==> src/rtl/id_ex_if.sv <==
// id_ex_if: decode-side inputs and EX-side outputs of the ID/EX pipeline stage.
//   master : drives hold/flush and the id_* slot; observes stall, ex_* and bubble_cnt
//   slave  : the stage itself
// id_ctrl / ex_ctrl layout (MSB first, bit 0 spare):
//   [19] reg_dst  [18] se  [17] reg_write  [16] alux_src  [15] aluy_src
//   [14:11] alu_ctrl  [10] mem_write  [9] mem_to_reg  [8:6] load_opt
//   [5:4] save_opt  [3] usigned  [2:1] rsv  [0] spare
interface id_ex_if #(
  parameter int DW    = 32,
  parameter int CNT_W = 16
) ();
  logic             hold;
  logic             flush;
  logic             id_valid;
  logic [19:0]      id_ctrl;
  logic [DW-1:0]    id_pc;
  logic [DW-1:0]    id_rs_data;
  logic [DW-1:0]    id_rt_data;
  logic [15:0]      id_imm;
  logic [4:0]       id_rs;
  logic [4:0]       id_rt;
  logic [4:0]       id_rd;
  logic [4:0]       id_shamt;
  logic             id_uses_rt;
  logic             stall;
  logic             ex_valid;
  logic [19:0]      ex_ctrl;
  logic [DW-1:0]    ex_pc;
  logic [DW-1:0]    ex_rs_data;
  logic [DW-1:0]    ex_rt_data;
  logic [15:0]      ex_imm;
  logic [4:0]       ex_rs;
  logic [4:0]       ex_rt;
  logic [4:0]       ex_shamt;
  logic [4:0]       ex_wreg;
  logic [CNT_W-1:0] bubble_cnt;

  modport master (
    output hold, flush, id_valid, id_ctrl, id_pc, id_rs_data, id_rt_data, id_imm,
           id_rs, id_rt, id_rd, id_shamt, id_uses_rt,
    input  stall, ex_valid, ex_ctrl, ex_pc, ex_rs_data, ex_rt_data, ex_imm,
           ex_rs, ex_rt, ex_shamt, ex_wreg, bubble_cnt
  );

  modport slave (
    input  hold, flush, id_valid, id_ctrl, id_pc, id_rs_data, id_rt_data, id_imm,
           id_rs, id_rt, id_rd, id_shamt, id_uses_rt,
    output stall, ex_valid, ex_ctrl, ex_pc, ex_rs_data, ex_rt_data, ex_imm,
           ex_rs, ex_rt, ex_shamt, ex_wreg, bubble_cnt
  );
endinterface

==> src/rtl/id_ex_stage.sv <==
// id_ex_stage: ID/EX pipeline register with load-use hazard detection.
//   clk, rst_n : clock, asynchronous active-low reset
//   bus        : id_ex_if slave (hold/flush, id_* slot in; stall, ex_*, bubble_cnt out)
// One cycle ID->EX. A load in EX whose destination is read by the ID
// instruction stalls PC/IF-ID and inserts exactly one bubble into EX.
// Precedence per edge: hold (freeze) > flush (kill) > hazard (bubble, counted) > load.
module id_ex_stage #(
  parameter int DW    = 32,
  parameter int CNT_W = 16
) (
  input  logic clk,
  input  logic rst_n,
  id_ex_if.slave bus
);
  localparam int RDST = 19;
  localparam int M2R  = 9;

  logic             ex_valid;
  logic [19:0]      ex_ctrl;
  logic [DW-1:0]    ex_pc, ex_rs_data, ex_rt_data;
  logic [15:0]      ex_imm;
  logic [4:0]       ex_rs, ex_rt, ex_shamt, ex_wreg;
  logic [CNT_W-1:0] bubble_cnt;

  logic [4:0] id_wreg;
  logic       haz;

  assign id_wreg = bus.id_ctrl[RDST] ? bus.id_rt : bus.id_rd;

  // Load in EX feeding an ID source; $0 is never a real dependence.
  assign haz = ex_valid & ex_ctrl[M2R] & (ex_wreg != 5'd0) & bus.id_valid &
               ((ex_wreg == bus.id_rs) | (bus.id_uses_rt & (ex_wreg == bus.id_rt)));

  // A flushed ID instruction never enters EX, so it cannot need a stall.
  assign bus.stall = bus.hold | (haz & ~bus.flush);

  always_ff @(posedge clk or negedge rst_n) begin
    if (!rst_n) begin
      ex_valid   <= 1'b0;
      ex_ctrl    <= '0;
      ex_pc      <= '0;
      ex_rs_data <= '0;
      ex_rt_data <= '0;
      ex_imm     <= '0;
      ex_rs      <= '0;
      ex_rt      <= '0;
      ex_shamt   <= '0;
      ex_wreg    <= '0;
      bubble_cnt <= '0;
    end else if (bus.hold) begin
      // freeze everything, including the counter
    end else if (bus.flush || haz) begin
      // Bubble: zero ctrl clears reg_write/mem_write, so no side effects.
      ex_valid   <= 1'b0;
      ex_ctrl    <= '0;
      ex_pc      <= '0;
      ex_rs_data <= '0;
      ex_rt_data <= '0;
      ex_imm     <= '0;
      ex_rs      <= '0;
      ex_rt      <= '0;
      ex_shamt   <= '0;
      ex_wreg    <= '0;
      if (!bus.flush && (bubble_cnt != {CNT_W{1'b1}}))
        bubble_cnt <= bubble_cnt + 1'b1;
    end else begin
      ex_valid   <= bus.id_valid;
      ex_ctrl    <= bus.id_valid ? bus.id_ctrl : 20'd0;
      ex_pc      <= bus.id_pc;
      ex_rs_data <= bus.id_rs_data;
      ex_rt_data <= bus.id_rt_data;
      ex_imm     <= bus.id_imm;
      ex_rs      <= bus.id_rs;
      ex_rt      <= bus.id_rt;
      ex_shamt   <= bus.id_shamt;
      ex_wreg    <= id_wreg;
    end
  end

  assign bus.ex_valid   = ex_valid;
  assign bus.ex_ctrl    = ex_ctrl;
  assign bus.ex_pc      = ex_pc;
  assign bus.ex_rs_data = ex_rs_data;
  assign bus.ex_rt_data = ex_rt_data;
  assign bus.ex_imm     = ex_imm;
  assign bus.ex_rs      = ex_rs;
  assign bus.ex_rt      = ex_rt;
  assign bus.ex_shamt   = ex_shamt;
  assign bus.ex_wreg    = ex_wreg;
  assign bus.bubble_cnt = bubble_cnt;
endmodule
==> src/flat_wrapper.sv <==
// flat-port wrapper written by rule: the top's interface ports become plain ports
module id_ex_stage_flat 
#(
  parameter int DW    = 32,
  parameter int CNT_W = 16
)
  (clk, rst_n, bus_hold, bus_flush, bus_id_valid, bus_id_ctrl, bus_id_pc, bus_id_rs_data, bus_id_rt_data, bus_id_imm, bus_id_rs, bus_id_rt, bus_id_rd, bus_id_shamt, bus_id_uses_rt, bus_stall, bus_ex_valid, bus_ex_ctrl, bus_ex_pc, bus_ex_rs_data, bus_ex_rt_data, bus_ex_imm, bus_ex_rs, bus_ex_rt, bus_ex_shamt, bus_ex_wreg, bus_bubble_cnt);
  id_ex_if #(.DW(DW), .CNT_W(CNT_W)) bus_i ();
  input  logic clk;
  input  logic rst_n;
  input wire logic [$bits(bus_i.hold)-1:0] bus_hold;
  input wire logic [$bits(bus_i.flush)-1:0] bus_flush;
  input wire logic [$bits(bus_i.id_valid)-1:0] bus_id_valid;
  input wire logic [$bits(bus_i.id_ctrl)-1:0] bus_id_ctrl;
  input wire logic [$bits(bus_i.id_pc)-1:0] bus_id_pc;
  input wire logic [$bits(bus_i.id_rs_data)-1:0] bus_id_rs_data;
  input wire logic [$bits(bus_i.id_rt_data)-1:0] bus_id_rt_data;
  input wire logic [$bits(bus_i.id_imm)-1:0] bus_id_imm;
  input wire logic [$bits(bus_i.id_rs)-1:0] bus_id_rs;
  input wire logic [$bits(bus_i.id_rt)-1:0] bus_id_rt;
  input wire logic [$bits(bus_i.id_rd)-1:0] bus_id_rd;
  input wire logic [$bits(bus_i.id_shamt)-1:0] bus_id_shamt;
  input wire logic [$bits(bus_i.id_uses_rt)-1:0] bus_id_uses_rt;
  output wire logic [$bits(bus_i.stall)-1:0] bus_stall;
  output wire logic [$bits(bus_i.ex_valid)-1:0] bus_ex_valid;
  output wire logic [$bits(bus_i.ex_ctrl)-1:0] bus_ex_ctrl;
  output wire logic [$bits(bus_i.ex_pc)-1:0] bus_ex_pc;
  output wire logic [$bits(bus_i.ex_rs_data)-1:0] bus_ex_rs_data;
  output wire logic [$bits(bus_i.ex_rt_data)-1:0] bus_ex_rt_data;
  output wire logic [$bits(bus_i.ex_imm)-1:0] bus_ex_imm;
  output wire logic [$bits(bus_i.ex_rs)-1:0] bus_ex_rs;
  output wire logic [$bits(bus_i.ex_rt)-1:0] bus_ex_rt;
  output wire logic [$bits(bus_i.ex_shamt)-1:0] bus_ex_shamt;
  output wire logic [$bits(bus_i.ex_wreg)-1:0] bus_ex_wreg;
  output wire logic [$bits(bus_i.bubble_cnt)-1:0] bus_bubble_cnt;
  assign bus_i.hold = bus_hold;
  assign bus_i.flush = bus_flush;
  assign bus_i.id_valid = bus_id_valid;
  assign bus_i.id_ctrl = bus_id_ctrl;
  assign bus_i.id_pc = bus_id_pc;
  assign bus_i.id_rs_data = bus_id_rs_data;
  assign bus_i.id_rt_data = bus_id_rt_data;
  assign bus_i.id_imm = bus_id_imm;
  assign bus_i.id_rs = bus_id_rs;
  assign bus_i.id_rt = bus_id_rt;
  assign bus_i.id_rd = bus_id_rd;
  assign bus_i.id_shamt = bus_id_shamt;
  assign bus_i.id_uses_rt = bus_id_uses_rt;
  assign bus_stall = bus_i.stall;
  assign bus_ex_valid = bus_i.ex_valid;
  assign bus_ex_ctrl = bus_i.ex_ctrl;
  assign bus_ex_pc = bus_i.ex_pc;
  assign bus_ex_rs_data = bus_i.ex_rs_data;
  assign bus_ex_rt_data = bus_i.ex_rt_data;
  assign bus_ex_imm = bus_i.ex_imm;
  assign bus_ex_rs = bus_i.ex_rs;
  assign bus_ex_rt = bus_i.ex_rt;
  assign bus_ex_shamt = bus_i.ex_shamt;
  assign bus_ex_wreg = bus_i.ex_wreg;
  assign bus_bubble_cnt = bus_i.bubble_cnt;
  id_ex_stage #(.DW(DW), .CNT_W(CNT_W)) u_core (.clk(clk), .rst_n(rst_n), .bus(bus_i));
endmodule
==> config.mk <==
export PLATFORM = sky130hd
export DESIGN_NAME = id_ex_stage_flat
export DESIGN_NICKNAME = d
export VERILOG_FILES = /design/src/rtl/id_ex_if.sv /design/src/rtl/id_ex_stage.sv /design/src/flat_wrapper.sv
export SDC_FILE = /design/constraint.sdc
export NUM_CORES = 1
export LEC_CHECK = 0
export CORE_UTILIZATION = 30
export DETAILED_ROUTE_END_ITERATION = 12
export GPL_TIMING_DRIVEN = 0
export PLACE_DENSITY = 0.59
export SLEW_MARGIN = 20
export SYNTH_ARGS = -nofsm -noshare
export SYNTH_HDL_FRONTEND = slang
export SYNTH_SLANG_ARGS = --single-unit
==> constraint.sdc <==
create_clock -name clk -period 2.15 [get_ports clk]
set_input_delay 0.43 -clock clk [delete_from_list [all_inputs] [get_ports clk]]
set_output_delay 0.43 -clock clk [all_outputs]
set_load 0.01 [all_outputs]
[After elaboration in Yosys (flattened, before gate mapping)]
Cells that the tools add are included.
Cells by class
  add/subtract/negate cells: 1
  equal/unequal tests: 3
  reductions and logical operators: 5
  bitwise operators: 10
  muxes and demuxes: 12
Operators with widths (number)
  32-bit 2-to-1 mux: 3
  20-bit 2-to-1 mux: 2
  5-bit 2-to-1 mux: 5
  16-bit by 1-bit adder with 16-bit output (second input constant): 1
  16-bit 2-to-1 mux: 1
  16-bit inequality test (second input constant): 1
  5-bit equality test: 2
  1-bit bitwise AND: 6
  5-bit nonzero test: 1
  3-bit AND reduction: 1
  1-bit NOT: 2
  1-bit OR: 2
  1-bit logical AND: 1
  1-bit logical NOT: 1
  1-bit logical OR: 1
  1-bit 2-to-1 mux: 1
Storage, ports and cells
  flip-flop bits (word level): 169
  input bits: 158
  word-level logic and storage cells: 42

[Longest topological paths before layout]
  depth in word-level cells: 6
  mapped depth: 7
  depth with buffers taken out: 6

[Least setup slack after synthesis]
OpenSTA, ideal clock, no wires.
  kind: register -> output
  from: register u_core.ex_wreg[1], in the netlist u_core.bus.ex_wreg[1]
  to: output bus_stall
  cell stages (with the launch flop): 7
  slack: 0.103 ns
  path buffers: 1
  arrival: 1.617 ns
  cell sequence: dfrtp_1 -> xnor2_1 -> nand3_1 -> o22ai_2 -> clkbuf_1 -> nand2_1 -> o21bai_1
Between the ends
  cells in the longest elaborated chain, start to end: 6
Ends and longest elaborated chain
  start: declaration: line id_ex_stage.sv:22  | logic [4:0] ex_rs, ex_rt, ex_shamt, ex_wreg;
  start signal: assignment: line id_ex_stage.sv:76  | ex_wreg <= id_wreg;
  5-bit equality test / 5-bit nonzero test (equally long branches): line id_ex_stage.sv:32, id_ex_stage.sv:31
  1-bit bitwise AND (on tied branches): line id_ex_stage.sv:32, id_ex_stage.sv:31
  1-bit OR / 1-bit bitwise AND (equally long branches): line id_ex_stage.sv:32, id_ex_stage.sv:31
  1-bit bitwise AND *: line id_ex_stage.sv:31  | assign haz = ex_valid & ex_ctrl[M2R] & (ex_wreg != 5'd0) & bus.id_valid &
  1-bit bitwise AND *: line id_ex_stage.sv:35  | assign bus.stall = bus.hold | (haz & ~bus.flush);
  1-bit OR *: line id_ex_stage.sv:35
  end: declaration: line flat_wrapper.sv:24  | output wire logic [$bits(bus_i.stall)-1:0] bus_stall;
Every way passes the cells marked *; elsewhere a longest branch is shown, timed or not.

[Worst setup path after layout]
  from: register u_core.ex_wreg[0], in the netlist u_core.bus.ex_wreg[0]
  to: register u_core.ex_pc[24], in the netlist u_core.bus.ex_pc[24]
Between the ends
  cells in the longest elaborated chain, start to end: 6
Ends and longest elaborated chain
  5-bit equality test / 5-bit nonzero test (equally long branches): line id_ex_stage.sv:32, id_ex_stage.sv:31
  1-bit bitwise AND (on tied branches): line id_ex_stage.sv:32, id_ex_stage.sv:31
  1-bit OR / 1-bit bitwise AND (equally long branches): line id_ex_stage.sv:32, id_ex_stage.sv:31
  1-bit bitwise AND *: line id_ex_stage.sv:31
  1-bit logical OR *: line id_ex_stage.sv:52  | end else if (bus.flush || haz) begin
  32-bit 2-to-1 mux *: line id_ex_stage.sv:52
  end signal: assignment: line id_ex_stage.sv:69  | ex_pc <= bus.id_pc;
  end: declaration: line id_ex_stage.sv:20  | logic [DW-1:0] ex_pc, ex_rs_data, ex_rt_data;
Marks and branches as above.
A chain may end at the register's enable or synchronous reset.

==> flow_metrics.tcl <==
set metrics [dict create \
    layout.nets 982 \
    antenna_left 0 \
    violations "setup timing" \
    die_w_um 148 \
    ys_warn_count 0 \
    ctsHoldBuffers 0 \
    arrival_ps 2720 \
    cts_max_level 4 \
    drt-total-wl_um 22100 \
    cts.clk_slew.worst_paths_ps 70 \
    end_kind "flop" \
    drive_above_1_share 0.127 \
    cp_top_family "buffers and inverters" \
    syn_to_final_growth_pct 77.6 \
    rsz0062_at_grt "yes" \
    first_iter_violations 280 \
    leakage_nw 4.98 \
    ir_drop_uv 485 \
    critPathBufInv 5 \
    whs_ps 19.9 \
    yosysUniqueCellTypes 26 \
    worst_pin_slew_ps 709 \
    multiInputGateArea_mm2 0.00202 \
    dr_total_vias 5418 \
    drtPass1Iterations 4 \
    avgSynthCellArea_um2 14.4 \
    via_per_inst 4.88 \
    synth_top_area_cell "dfrtp_1" \
    post-route-drc-count 0 \
    dieArea_mm2 0.0219 \
    dpl.hpwl_um 15600 \
    layout_min_cycle_time_ps 2360 \
    r2r-start "u_core.bus.ex_wreg[0]" \
    startpoint_type "flop" \
    worstSetupPathType "reg2reg" \
    power.density_mw_per_mm2 709 \
    io_pins 328 \
    die_h_um 148 \
    io_buffer_count 326 \
    start_util 0.305 \
    hold_viol_final 0 \
    dpl_worst_slack_ps -1640 \
    cp_max_fo 5 \
    place.gp.congestion 0.825 \
    finClkSkew_ps 14.4 \
    fin_util 0.542 \
    reg2reg_slack_ps -210 \
    synth_top_area_frac 0.662 \
    drv_cap 0 \
    timing.rr.end "u_core.bus.ex_pc[24]" \
    fillers 1776 \
    grtUsageTotal 0.200 \
    clockRootBuffer "clkbuf_16" \
    finalPower_mw 8.05 \
    synth_seq_area_share 0.662 \
    path_cells "or4_4 > o21a_4 > buf_4 > a21boi_4 > buf_12 > buf_12 > buf_12 > bufbuf_16 > a22o_1" \
    drt-wirelength-per-cell_um 19.9 \
    max_slew_margin 0.528 \
    final_max_slew_viol_count 0 \
    synth_area_leaders "dfrtp_1 66%, a22o_1 21%, xnor2_1 3.4%, buf_6 1.6%, clkbuf_1 1.1%" \
    rr_worst_depth 9 \
    hold_class "in2async" \
    setup_viol 124 \
    core_area_mm2 0.0210 \
    grt_pass1_vias 5842 \
    synth_nets 603 \
    setup_slack_ps -206 \
    cp_common_cell "buf_12" \
    cts_inserted_buffers 17 \
    fmax_mhz 424 \
    clk_path_buf_depth 2 \
    grt_pass1_wl_um 33400 \
    row_count 53 \
    postSynthCellCount 444 \
    grt-ovfl-total 0 \
    grt_max_degree 93 \
    clkLatencyLatePin_ps 430 \
    cts_num_sinks 169 \
    antenna_found_initial 2 \
    fin_crit_sh 1.10 \
    status "finished with violations" \
    setup_tns_ps -17800 \
    ys_ff_latch 169 \
    syn-cell-area_mm2 0.00639 \
    crit_slowest_cell "or4_4" \
    cpPeakStageDelay_ps 570 \
    required_ps 2510 \
    cts_tree "done" \
    seq_area_mm2 0.00424 \
]
metal layers:
| layer | vias up | part of all wire | GRT usage |
|---|---|---|---|
| met5 | - | 0.00045 | 0 |
| met4 | 2 | 0.014 | 0.0629 |
| met3 | 26 | 0.068 | 0.0568 |
| met2 | 210 | 0.51 | 0.345 |
| met1 | 2715 | 0.41 | 0.241 |
| li1 | 2465 | - | - |
power breakdown:
| part | switching, mW | internal (mW) |
|---|---|---|
| Sequential | 0.139 | 3.39 |
| Clock | 1.37 | 1.62 |
| Combinational | 0.560 | 0.971 |
worst max-delay path by stage:
stage	start	to	depth (start not counted)
final	u_core.bus.ex_wreg[0]	u_core.bus.ex_pc[24]	9
after CTS	u_core.bus.ex_wreg[3]	bus_stall	5
after global routing	u_core.bus.ex_wreg[0]	u_core.bus.ex_pc[22]	9
after floorplan	u_core.bus.ex_wreg[1]	bus_stall	6
after detailed placement	bus_hold	bus_stall	6
after global placement	rst_n	u_core.bus.ex_rt_data[8]	1
worst reg2reg max path, delay by kind of cell (launching register included):
kind                   cells  cell delay [ps]
flip-flops                 1              450
buffers and inverters      5              780
AO/OA/AOI/OAI              3              510
AND/OR/NAND/NOR            1              570
synthesized netlist by cell type:
cell	n
dfrtp_1	169
a22o_1	152
xnor2_1	25
clkbuf_1	18
nand3_1	11
buf_6	9
nand4_1	9
and3_1	8
nand2_1	8
buf_2	7
mux2_2	6
nor2_1	5
and4_1	2
nand3b_1	2
nor3_1	2
a21boi_2	1
a21o_1	1
a21oi_1	1
buf_1	1
ha_1	1
o21a_1	1
o21ai_0	1
o21bai_1	1
o22ai_2	1
o41ai_1	1
or4_1	1
state kept, by name (all words and copies together), names as in the netlist:
signal / count
u_core.bus.ex_imm: 16
u_core.bus.ex_wreg: 5
u_core.bus.ex_shamt: 5
u_core.bus.ex_pc: 32
u_core.bus.ex_rt: 5
u_core.bus.ex_ctrl: 20
u_core.bus.ex_rs: 5
u_core.bus.ex_rt_data: 32
u_core.bus.ex_rs_data: 32
u_core.bus.ex_valid: 1
u_core.bus.bubble_cnt: 16
metrics by stage:
step	area, µm²	std cells
floorplan	6390	444
finish	11400	1111
global route	11400	1111
global placement	10000	1045
CTS	11200	1102
detailed placement	10000	1046
timing repair:
action | in CTS | in global routing
cloned | 12 | 2
endpoints found under the setup margin | 135 | 162
endpoints found under the hold margin | 0 | 0
resized for setup | 54 | 18
buffers inserted | 14 | 8
pin swaps | 6 | 9
kinds of logic (layout without fill, tap and decap cells):
group / count (synthesis) / count (layout) / share of synthesized area
mux: 6 / 6 / 0.0106
buf+inv: 35 / 426 / 0.0325
simple gates: 48 / 48 / 0.0407
xor+xnor: 25 / 25 / 0.0343
compound gates: 160 / 160 / 0.218
flops: 169 / 169 / 0.662
other cells: 0 / 1 / 0
fa+ha+maj: 1 / 1 / 0.00196
cell type report:
type,instances,share of cell area
clock buffer,18,0.0378
sequential,169,0.373
buffer,33,0.0256
multi-input combinational,240,0.178
tap,275,0.0303
clock inverter,13,0.0119
timing repair buffer,362,0.344
antenna,1,0.000220
placed cells by master, fill, tap and decap left out, drive strengths merged, types with 2 or more instances in the layout:
cell type and count:
clkinv 2, nor2 5, dfrtp 169, nand3 11, and3 8, xnor2 25
bufbuf 7, inv 6, and4 2, nor3 2, nand2 8, buf 45
dlygate4sd2 4, nand3b 2, dlymetal6s2s 2, clkbuf 37, clkinvlp 4, clkdlybuf4s50 318
mux2 6, a22o 152, nand4 9
(Power assumes the default switching activity.)
